==> config.mk <==
export PLATFORM = sky130hd
export DESIGN_NAME = debug_bus_responder
export DESIGN_NICKNAME = d
export VERILOG_FILES = /design/src/rtl/debug_bus_pkg.sv /design/src/rtl/debug_halt_ctrl.sv /design/src/rtl/debug_bus_responder.sv
export SDC_FILE = /design/constraint.sdc
export NUM_CORES = 1
export LEC_CHECK = 0
export ABC_AREA = 1
export BUFFER_PORTS_ARGS = -buffer_cell sky130_fd_sc_hd__buf_2
export CORE_ASPECT_RATIO = 1.4
export CORE_MARGIN = 2
export CORE_UTILIZATION = 36
export DETAILED_ROUTE_END_ITERATION = 8
export GPL_ROUTABILITY_DRIVEN = 0
export PLACE_DENSITY = 0.75
export SYNTH_ARGS = -nofsm -noshare
export SYNTH_HDL_FRONTEND = slang
export SYNTH_HIERARCHICAL = 1
export SYNTH_SLANG_ARGS = --single-unit
==> constraint.sdc <==
create_clock -name clk -period 1.9 [get_ports clk]
set_clock_uncertainty 0.2 [all_clocks]
set_input_delay 0.095 -clock clk [delete_from_list [all_inputs] [get_ports clk]]
set_output_delay 0.095 -clock clk [all_outputs]
set_load 0.02 [all_outputs]
==> src/rtl/debug_bus_pkg.sv <==
// Shared types and constants for the debug bus responder and the debug master.
package debug_bus_pkg;

    localparam int DBG_ADDR_W = 24;
    localparam int DBG_DATA_W = 8;
    localparam int LAT_CNT_W  = 3;

    // Command codes carried by the debug master's link
    localparam logic [1:0] CMD_READ   = 2'd0;
    localparam logic [1:0] CMD_WRITE  = 2'd1;
    localparam logic [1:0] CMD_HALT   = 2'd2;
    localparam logic [1:0] CMD_RESUME = 2'd3;

    typedef enum logic [2:0] {
        S_IDLE,
        S_STALL,
        S_ISSUE,
        S_WAIT,
        S_ACK
    } state_t;

endpackage

==> src/rtl/debug_halt_ctrl.sv <==
// Instruction-boundary halt flag; optional single-step when DBG_SINGLE_STEP_EN is defined.
// Halt sets on the sync+en edge of a pending request; release lands two edges after the request drops.
module debug_halt_ctrl (
    input  logic clk,
    input  logic rst,
    input  logic cpu_halt_req,
    input  logic cpu_sync,
    input  logic cpu_en,
`ifdef DBG_SINGLE_STEP_EN
    input  logic cpu_step_req,
`endif
    output logic cpu_halted
);

    logic halt_req_q;
    logic boundary;

    assign boundary = cpu_halt_req && cpu_sync && cpu_en;

    always_ff @(posedge clk or posedge rst) begin
        if (rst) begin
            halt_req_q <= 1'b0;
            cpu_halted <= 1'b0;
        end else begin
            halt_req_q <= cpu_halt_req;
`ifdef DBG_SINGLE_STEP_EN
            // A step releases the core; the still-pending halt request re-parks it at the next boundary
            if (cpu_halted && cpu_step_req)
                cpu_halted <= 1'b0;
            else if (boundary)
                cpu_halted <= 1'b1;
            else if (!halt_req_q)
                cpu_halted <= 1'b0;
`else
            if (boundary)
                cpu_halted <= 1'b1;
            else if (!halt_req_q)
                cpu_halted <= 1'b0;
`endif
        end
    end

endmodule

==> src/rtl/debug_bus_responder.sv <==
// Arbitrates the system memory port between the CPU and debug peek/poke, stalling the CPU via RDY.
// Optional feature macro: DBG_SINGLE_STEP_EN (adds cpu_step_req single-step input).
module debug_bus_responder
    import debug_bus_pkg::*;
#(
    parameter int ADDR_W  = DBG_ADDR_W,
    parameter int DATA_W  = DBG_DATA_W,
    parameter int MEM_LAT = 1
) (
    input  logic              clk,
    input  logic              rst,
    input  logic              dbg_req,
    input  logic [ADDR_W-1:0] dbg_addr,
    input  logic [DATA_W-1:0] dbg_wdata,
    input  logic              dbg_we,
    output logic              dbg_ack,
    output logic [DATA_W-1:0] dbg_rdata,
    input  logic              cpu_halt_req,
    output logic              cpu_halted,
`ifdef DBG_SINGLE_STEP_EN
    input  logic              cpu_step_req,
`endif
    input  logic              cpu_sync,
    input  logic              cpu_en,
    input  logic [ADDR_W-1:0] cpu_addr,
    input  logic [DATA_W-1:0] cpu_wdata,
    input  logic              cpu_we,
    output logic [DATA_W-1:0] cpu_rdata,
    output logic              cpu_rdy,
    output logic              mem_en,
    output logic              mem_we,
    output logic [ADDR_W-1:0] mem_addr,
    output logic [DATA_W-1:0] mem_wdata,
    input  logic [DATA_W-1:0] mem_rdata
);

    state_t                 state;
    logic [ADDR_W-1:0]      addr_q;
    logic [DATA_W-1:0]      wdata_q;
    logic                   we_q;
    logic [LAT_CNT_W-1:0]   lat_cnt;

    debug_halt_ctrl u_halt (
        .clk          (clk),
        .rst          (rst),
        .cpu_halt_req (cpu_halt_req),
        .cpu_sync     (cpu_sync),
        .cpu_en       (cpu_en),
`ifdef DBG_SINGLE_STEP_EN
        .cpu_step_req (cpu_step_req),
`endif
        .cpu_halted   (cpu_halted)
    );

    always_ff @(posedge clk or posedge rst) begin
        if (rst) begin
            state     <= S_IDLE;
            addr_q    <= '0;
            wdata_q   <= '0;
            we_q      <= 1'b0;
            lat_cnt   <= '0;
            dbg_ack   <= 1'b0;
            dbg_rdata <= '0;
        end else begin
            case (state)
                S_IDLE: begin
                    if (dbg_req) begin
                        addr_q  <= dbg_addr;
                        wdata_q <= dbg_wdata;
                        we_q    <= dbg_we;
                        state   <= cpu_halted ? S_ISSUE : S_STALL;
                    end
                end
                S_STALL: begin
                    // An abandoned request must never touch memory
                    if (!dbg_req)
                        state <= S_IDLE;
                    else if (!cpu_en)
                        state <= S_ISSUE;
                end
                S_ISSUE: begin
                    lat_cnt <= LAT_CNT_W'(MEM_LAT);
                    state   <= S_WAIT;
                end
                S_WAIT: begin
                    if (lat_cnt == LAT_CNT_W'(1)) begin
                        if (!we_q)
                            dbg_rdata <= mem_rdata;
                        dbg_ack <= 1'b1;
                        state   <= S_ACK;
                    end else begin
                        lat_cnt <= lat_cnt - LAT_CNT_W'(1);
                    end
                end
                S_ACK: begin
                    if (!dbg_req) begin
                        dbg_ack <= 1'b0;
                        state   <= S_IDLE;
                    end
                end
                default: state <= S_IDLE;
            endcase
        end
    end

    always_comb begin
        mem_en    = cpu_en;
        mem_we    = cpu_we;
        mem_addr  = cpu_addr;
        mem_wdata = cpu_wdata;
        if (state == S_ISSUE || state == S_WAIT) begin
            mem_en    = (state == S_ISSUE);
            mem_we    = (state == S_ISSUE) && we_q;
            mem_addr  = addr_q;
            mem_wdata = wdata_q;
        end
    end

    assign cpu_rdata = mem_rdata;
    assign cpu_rdy   = !cpu_halted && (state == S_IDLE);

endmodule

==> metrics.yaml, run 1 <==
status: "finished, final reports clean"
synth-edff-count: 0
ant_nets: 0
p_int_mw: 2.939
fin_setup_tns_ps: 0
core_area_um2: 7027
ios: 133
cp_max_fo: 22
share_comb_of_total_power: 0.547
cts_buffers: 5
start_util: 0.3741
hold_viol: 0
num-fill-cells: 626
post-synth-top-count-cell: "nand2_1"
clock_power_share: 0.119
grt_pass1_wl_um: 11460
wl_per_cell_um: 11.85
cts-root-buf: "clkbuf_8"
hold_class: "in2reg"
power.leakage_nw: 2.283
slowest_stage: "dfrtp_2"
cts_num_sinks: 50
start_kind: "flop"
met2_length_um: 3815
slew_viol_final: 0
yosysTopAreaCellShare: 0.4760
placed_area_um2: 3282
cts_max_path_buffers: 2
top_layer: "met4"
p_sw_frac: 0.4420
n_antenna_cell: 0
fin_cells: 614
viasPerCell: 4.438
setup_ws_ps: 8.311
port_buffers: 132
power_switching_mw: 2.328
drt_pass1_iterations: 4
slew_headroom: 0.5926
cts_tree: "yes"
antenna_found_initial: 0
area_growth_pct: 53.64
p_per_area_nw_per_um2: 1304
drive_gt1_frac: 0.3430
power_frac_seq: 0.334
yosys_warnings: 6
synth_seq_area_share: 0.4760
synth_area_leaders: "dfrtp_1 (48%), nand2_1 (17%), inv_1 (7.6%)"
cp_cell_sequence: "nor2_4, buf_12, buf_12, inv_16, nand2_1, nand2_1, buf_6"
setup_viol: 0
synth_cell_types: 23
whs_ps: 44.69
dominantRegCellSynth: "dfrtp_1"
h-tree-depth: 2
insertion_delay_ps: 290
avgSynthCellArea_um2: 7.664
place_hpwl_um: 4291
worst_pin_slew_ps: 611.0
crit_required_ps: 1600
synth_cells: 343
cp_top_family: "flip-flops"
post-place-ws_ps: 111.5
fin_area_um2: 4039
drc: 0
min_period_over_period: 0.9956
ys_ff_latch: 50
syn_nets: 425
dr_wl_met3_um: 453
finalCriticalPeriod_ps: 1892
peakVddDrop_mv: 0.7078
worstSetupPathType: "reg2out"
slowest_delay_ps: 480
routed_wirelength_um: 7276
rsz0062_at_grt: "yes"
row_count: 36
fmaxAchievable_mhz: 528.6
die_x_um: 76.22
r2r_slack_ps: 280
crit_buf_inv: 4
final_util: 0.5748
grt_pass1_vias: 2744
fin_nets: 600
total_power_mw: 5.267
synth_area_um2: 2629
grt_max_degree: 63
yosysTopAreaCell: "dfrtp_1"
cp-end-kind: "output port"
met1Wirelength_um: 2885
cts.clk_slew.worst_paths_ps: 90
dp.cells: 551
die_h_um: 105.1
drt-initial-drc-count: 125
synthTopCellsByCount: "nand2_1 (121), inv_1 (53), dfrtp_1 (50)"
grt_use_total: 0.1716
grt.overflow.total: 0
arrival_ps: 1600
vias: 2725
drv_cap: 0
die-area_um2: 8011
async_flop_share: 1.000
## registers in the layout, indices dropped and copies added, names as in the netlist
register and cells:
we_q 1, addr_q 24, u_halt/cpu_halted 1, lat_cnt 3, dbg_ack 1, dbg_rdata 8, state 3, u_halt/halt_req_q 1
wdata_q 8
## cells by family after synthesis
| logic type | synth area share |
|---|---|
| buffers and inverters | 0.1385 |
| and+or+nand+nor | 0.2465 |
| DFF | 0.4760 |
| adders and majority gates | 0.009518 |
| AOI/OAI and AO/OA | 0.1295 |
## metal layers
| layer | track usage | up-vias |
|---|---|---|
| li1 | - | 1383 |
| met1 | 0.1801 | 1214 |
| met2 | 0.3375 | 114 |
| met3 | 0.03368 | 14 |
| met4 | 0.05195 | 0 |
| met5 | 0 | - |
## power groups by stage
| stage | combinational, mW | clock [mW] | sequential, mW |
|---|---|---|---|
| after floorplan | 1.67 | 0 | 1.85 |
| after global placement | 2.34 | 0 | 1.75 |
| after detailed placement | 2.40 | 0 | 1.77 |
| after CTS | 2.49 | 0.660 | 1.75 |
| after global routing | 3.19 | 0.708 | 1.82 |
| final | 2.88 | 0.626 | 1.76 |
## path summary, 6_finish.rpt
check,start,end,cells past startpoint
hold / removal,cpu_en,state[0],5
setup / recovery,state[2],mem_addr[10],7
min in group asynchronous,rst,addr_q[22],4
setup reg to reg,state[2],addr_q[21],5
max in group asynchronous,rst,state[1],4
hold reg to reg,u_halt/halt_req_q,u_halt/cpu_halted,2
## final cells by class
type,count,area (um2),share of cell area
timing repair inverter,2,28.78,0.007125
timing repair buffer,188,1315,0.3256
multi-input combinational,217,1016,0.2515
clock inverter,1,5.005,0.001239
clock buffer,7,86.33,0.02138
sequential,50,1254,0.3104
tap,95,118.9,0.02943
inverter,54,215.2,0.05328
## timing repair
item	4_1_cts	5_1_grt
setup buffers	0	6
cloned	0	2
pin swaps	0	1
hold endpoints to repair	94	0
setup endpoints to repair	33	33
resized for setup	3	42
hold buffers	47	0
## placed cells by master (no fill, tap or decap), types with 2 or more instances in the layout
master | netlist | layout
nand2_1 | 121 | 120
clkbuf_8 | 0 | 6
nor2_2 | 7 | 7
dlygate4sd3_1 | 0 | 47
buf_6 | 4 | 11
o21ai_1 | 11 | 19
inv_2 | 1 | 2
dfrtp_2 | 0 | 2
a21oi_1 | 3 | 3
nor2_1 | 12 | 12
o21ai_0 | 35 | 27
buf_12 | 0 | 3
nor2_4 | 3 | 3
a21oi_2 | 10 | 10
buf_4 | 8 | 6
dfrtp_1 | 50 | 48
inv_1 | 53 | 51
nand3_1 | 9 | 9
buf_2 | 5 | 120
nand3_2 | 2 | 2
ha_1 | 2 | 2
## worst min-delay path, stage by stage
cell and delay, ps:
buf_2 110, nand3_1 100, nand3_1 90, nand2_1 50, nand2_1 60
(Power assumes the default switching activity.)
==> inputs of run 2 (changes only) <==
==> constraint.sdc (replaced) <==
create_clock -name clk -period 1.9 [get_ports clk]
set_clock_uncertainty 0.2 [all_clocks]
set_input_delay 0.095 -clock clk [delete_from_list [all_inputs] [get_ports clk]]
set_output_delay 0.095 -clock clk [all_outputs]
set_load 0.01 [all_outputs]
==> run 2 against run 1 <==
Against the previous run:
- die area unchanged
- final area decreased by 3.8%
- non-clock buffer count decreased by 4
- critical endpoint is now mem_addr[19]
- via count decreased by 3.2%
- highest routed layer unchanged
- combinational power decreased by 23%
- critical path type unchanged
- fmax increased by 5.2%
==> metrics.yaml, run 2 (synthesis gave the netlist of run 1 again) <==
post-place-ws_ps: 136.1
insertion_delay_ps: 290
whs_ps: 21.41
finalCriticalPeriod_ps: 1799
start_kind: "flop"
slowest_stage: "dfrtp_2"
grt_pass1_vias: 2613
grt.overflow.total: 0
cp_max_fo: 45
multi_input_area_um2: 1013
die_h_um: 105.1
grt_use_total: 0.1710
status: "finished, final reports clean"
cts-root-buf: "clkbuf_8"
met3_usage: 0.03109
ant_nets: 0
peakVddDrop_mv: 0.6477
holdCritStartpoint: "cpu_en"
row_count: 36
use_met1: 0.1935
cp_cell_sequence: "nor2_4, inv_6, o21ai_0, buf_2"
placed_area_um2: 3302
arrival_ps: 1500
drc: 0
viasPerCell: 4.339
vias: 2638
setup_ws_ps: 101.4
total_power_mw: 4.609
largest_register_ff_count: 24
min_period_over_period: 0.9466
drt-initial-drc-count: 120
start_util: 0.3741
area_growth_pct: 47.79
hold_depth: 5
fmaxAchievable_mhz: 556.0
hold_class: "in2reg"
cts_tree: "yes"
drive_gt1_frac: 0.3314
largestRegisters: "addr_q (24), dbg_rdata (8), wdata_q (8)"
timing.rr.start: "state[1]"
power.leakage_nw: 2.224
cts_buffers: 5
slew_viol_final: 0
p_per_area_nw_per_um2: 1186
worst_pin_slew_ps: 597.7
grt_most_used_layer: "met2"
port_buffers: 132
core_area_um2: 7027
place_hpwl_um: 4348
fin_nets: 594
slowest_delay_ps: 490
cts_max_path_buffers: 2
slew_headroom: 0.6015
antenna_found_initial: 0
hold_end: "state[0]"
num-fill-cells: 648
fin_setup_tns_ps: 0
largest_register: "addr_q"
drv_cap: 0
r2r_slack_ps: 200
grt_max_degree: 49
final_common_cell: "buf_2"
wl_per_cell_um: 10.82
mostFrequentLayoutCells: "buf_2 (132), nand2_1 (121), inv_1 (52)"
h-tree-depth: 2
use_met2: 0.3236
rsz0062_at_grt: "yes"
n_antenna_cell: 0
die_x_um: 76.22
fin_area_um2: 3885
cts.clk_slew.worst_paths_ps: 90
r2r_end: "addr_q[9]"
hold_viol: 0
worstSetupPathType: "reg2out"
cp-end-kind: "output port"
drt_pass1_iterations: 4
die-area_um2: 8011
cts_num_sinks: 50
setup_viol: 0
ff2ff_path_depth: 6
seq_area_um2: 1252
grt_pass1_wl_um: 11340
ios: 133
crit_required_ps: 1600
routed_wirelength_um: 6581
-- run 2: cell count changes in the layout (fill, tap and decap cells not counted), sizes merged --
cell / delta
buf: -4
clkbuf: -1
clkinvlp: +1
clkinv: -1
inv: -1
-- run 2: repair_timing --
item / CTS / global route
pin swaps: 0 / 1
resized for setup: 1 / 6
setup buffers: 0 / 1
hold buffers: 47 / 0
endpoints found under the setup margin: 33 / 33
hold endpoints to repair: 94 / 0
-- run 2: worst max-delay path, delay by kind of cell, from the launching register on --
family | cells | cell delay, ps
AND/OR/NAND/NOR | 1 | 200
AO/OA/AOI/OAI | 1 | 200
buffers and inverters | 2 | 320
flip-flops | 1 | 490
-- run 2: through the flow --
stage	util	std cells
after CTS	0.5507	607
final	0.5529	608
after detailed placement	0.4699	552
after global placement	0.4699	552
after global routing	0.5529	608
after floorplan	-	343
-- run 2: how the worst max path moves through the flow --
stage             start      endpoint  slack (ps)
4_1_cts        state[1]  mem_addr[19]          -3
3_3_place_gp   state[2]        mem_we         220
2_1_floorplan  state[2]  mem_addr[23]         430
5_1_grt        state[1]  mem_addr[18]         -10
6_report       state[2]  mem_addr[19]         100
3_5_place_dp   state[1]  mem_addr[19]         140
-- run 2: cell type report --
| type | count | share of cell area |
|---|---|---|
| Sequential cell | 50 | 0.3224 |
| Tap cell | 95 | 0.03060 |
| Clock buffer | 6 | 0.02126 |
| Multi-Input combinational cell | 217 | 0.2609 |
| Timing Repair Buffer | 184 | 0.3082 |
| Inverter | 54 | 0.05346 |
| Clock inverter | 2 | 0.003221 |
-- run 2: power breakdown --
part / internal (mW) / switching (mW)
combinational: 0.911 / 1.32
clock: 0.293 / 0.336
sequential: 1.52 / 0.223
total: 2.73 / 1.88
-- run 2: layer usage --
metal  up-vias  routed length (um)
met5         -                   0
met4         0                 106
met3        12                 354
met2        99                3406
met1      1157                2714
li1       1370                   -
==> inputs of run 3 (changes only) <==
==> constraint.sdc (replaced) <==
create_clock -name clk -period 1.87 [get_ports clk]
set_clock_uncertainty 0.2 [all_clocks]
set_input_delay 0.0935 -clock clk [delete_from_list [all_inputs] [get_ports clk]]
set_output_delay 0.0935 -clock clk [all_outputs]
set_load 0.01 [all_outputs]
==> run 3 against run 2 <==
Against the previous run:
- global-route usage rose by 0.27 points
- largest power group unchanged
- flip-flop and latch count unchanged
- clock power grew 4.5%
- routed wire length up 6.4%
- largest cell class unchanged
- utilization grew 0.73 points
==> metrics.yaml, run 3 (synthesis gave the netlist of run 1 again) <==
start_kind: "flop"
cp_max_fo: 20
viasPerCell: 4.439
ant_nets: 0
row_count: 36
p_per_area_nw_per_um2: 1220
holdCritStartpoint: "cpu_en"
peakVddDrop_mv: 0.6265
hold_depth: 5
cp_cell_sequence: "nor2_4, buf_12, buf_8, nand2_1, nand2_1, buf_2"
insertion_delay_ps: 300
grt_max_degree: 67
grt_use_total: 0.1737
cts_max_path_buffers: 2
fmaxAchievable_mhz: 559.6
port_buffers: 132
vias: 2712
cp_top_family: "flip-flops"
start_util: 0.3741
power.leakage_nw: 2.244
r2r_end: "dbg_rdata[1]"
wl_per_cell_um: 11.46
n_antenna_cell: 0
r2r_slack_ps: 250
slowest_stage: "dfrtp_2"
cp-end-kind: "output port"
slowest_delay_ps: 490
cpMostUsedCell: "nand2_1"
largest_register: "addr_q"
die-area_um2: 8011
crit_required_ps: 1580
core_area_um2: 7027
area_growth_pct: 49.74
multi_input_area_um2: 1013
whs_ps: 27.69
largestRegisters: "addr_q (24), dbg_rdata (8), wdata_q (8)"
cts.clk_slew.worst_paths_ps: 90
slew_viol_final: 0
finalCriticalPeriod_ps: 1787
fin_setup_tns_ps: 0
ios: 133
cts_buffers: 5
grt_pass1_vias: 2695
hold_class: "in2reg"
mostFrequentLayoutCells: "buf_2 (132), nand2_1 (121), inv_1 (51)"
min_period_over_period: 0.9556
h-tree-depth: 2
slew_headroom: 0.7076
rsz0062_at_grt: "no"
hold_viol: 0
worst_pin_slew_ps: 438.0
cts_num_sinks: 50
drv_cap: 0
largest_register_ff_count: 24
antenna_found_initial: 0
final_util: 0.5602
fin_nets: 597
grt.overflow.total: 0
hold_end: "state[0]"
seq_area_um2: 1254
crit_buf_inv: 3
arrival_ps: 1490
die_h_um: 105.1
status: "finished, final reports clean"
grt_pass1_wl_um: 11570
num-fill-cells: 649
drt-initial-drc-count: 141
drive_gt1_frac: 0.3391
drc: 0
routed_wirelength_um: 7004
ff2ff_path_depth: 7
drt_pass1_iterations: 4
final_common_cell: "buf_2"
cts_tree: "yes"
setup_viol: 0
timing.rr.start: "lat_cnt[1]"
die_x_um: 76.22
cts-root-buf: "clkbuf_8"
place_hpwl_um: 4371
worstSetupPathType: "reg2out"
## run 3: worst max-delay path by stage
stage              endpoint  depth (start not counted)  slack [ps]  startpoint
6_report       mem_wdata[0]                          6          80    state[2]
5_1_grt        mem_addr[17]                          5           3    state[2]
4_1_cts        mem_addr[17]                          5          10    state[1]
3_5_place_dp   mem_addr[16]                          6         100    state[1]
3_3_place_gp         mem_we                          5         170    state[2]
2_1_floorplan  mem_addr[23]                          4         400    state[2]
## run 3: area by class of cell
type,instances,area share
flip-flops and latches,50,0.3185
repair buffers,186,0.3121
multi-input cells,217,0.2575
inverters,54,0.05467
well taps,95,0.03020
clock buffers,6,0.02098
clock inverters,2,0.003179
repair inverters,1,0.002861
## run 3: worst min-delay path: stages
cell and delay, ps:
buf_2 130, nand3_1 100, nand3_1 70, nand2_1 60, nand2_1 50
## run 3: repair_timing
item | 4_1_cts | 5_1_grt
gates cloned | 0 | 1
gates resized for setup | 4 | 10
hold buffers | 47 | 0
pin swaps | 0 | 1
buffers inserted | 0 | 4
hold endpoints to repair | 94 | 0
endpoints found under the setup margin | 33 | 33
## run 3: per-layer routing
layer / GRT usage / part of all wire
met2: 0.3325 / 0.53
met4: 0.05714 / 0.016
met1: 0.1895 / 0.41
met5: 0 / 0
met3: 0.03195 / 0.054
## run 3: stage by stage
| stage | instances | area [um2] | setup slack (ps) | power, mW |
|---|---|---|---|---|
| CTS | 606 | 3872 | 13.30 | 4.697 |
| floorplan | 343 | 2629 | 403.7 | 3.267 |
| detailed placement | 551 | 3294 | 100.5 | 3.930 |
| finish | 611 | 3936 | 82.96 | 4.802 |
| global route | 611 | 3936 | 2.784 | 5.231 |
| global placement | 551 | 3294 | 168.4 | 3.858 |
## run 3: power by group
part / total [mW] / internal [mW] / switching [mW]
logic: 2.37 / 0.972 / 1.40
registers: 1.77 / 1.55 / 0.226
clock network: 0.657 / 0.298 / 0.359
total: 4.80 / 2.82 / 1.98
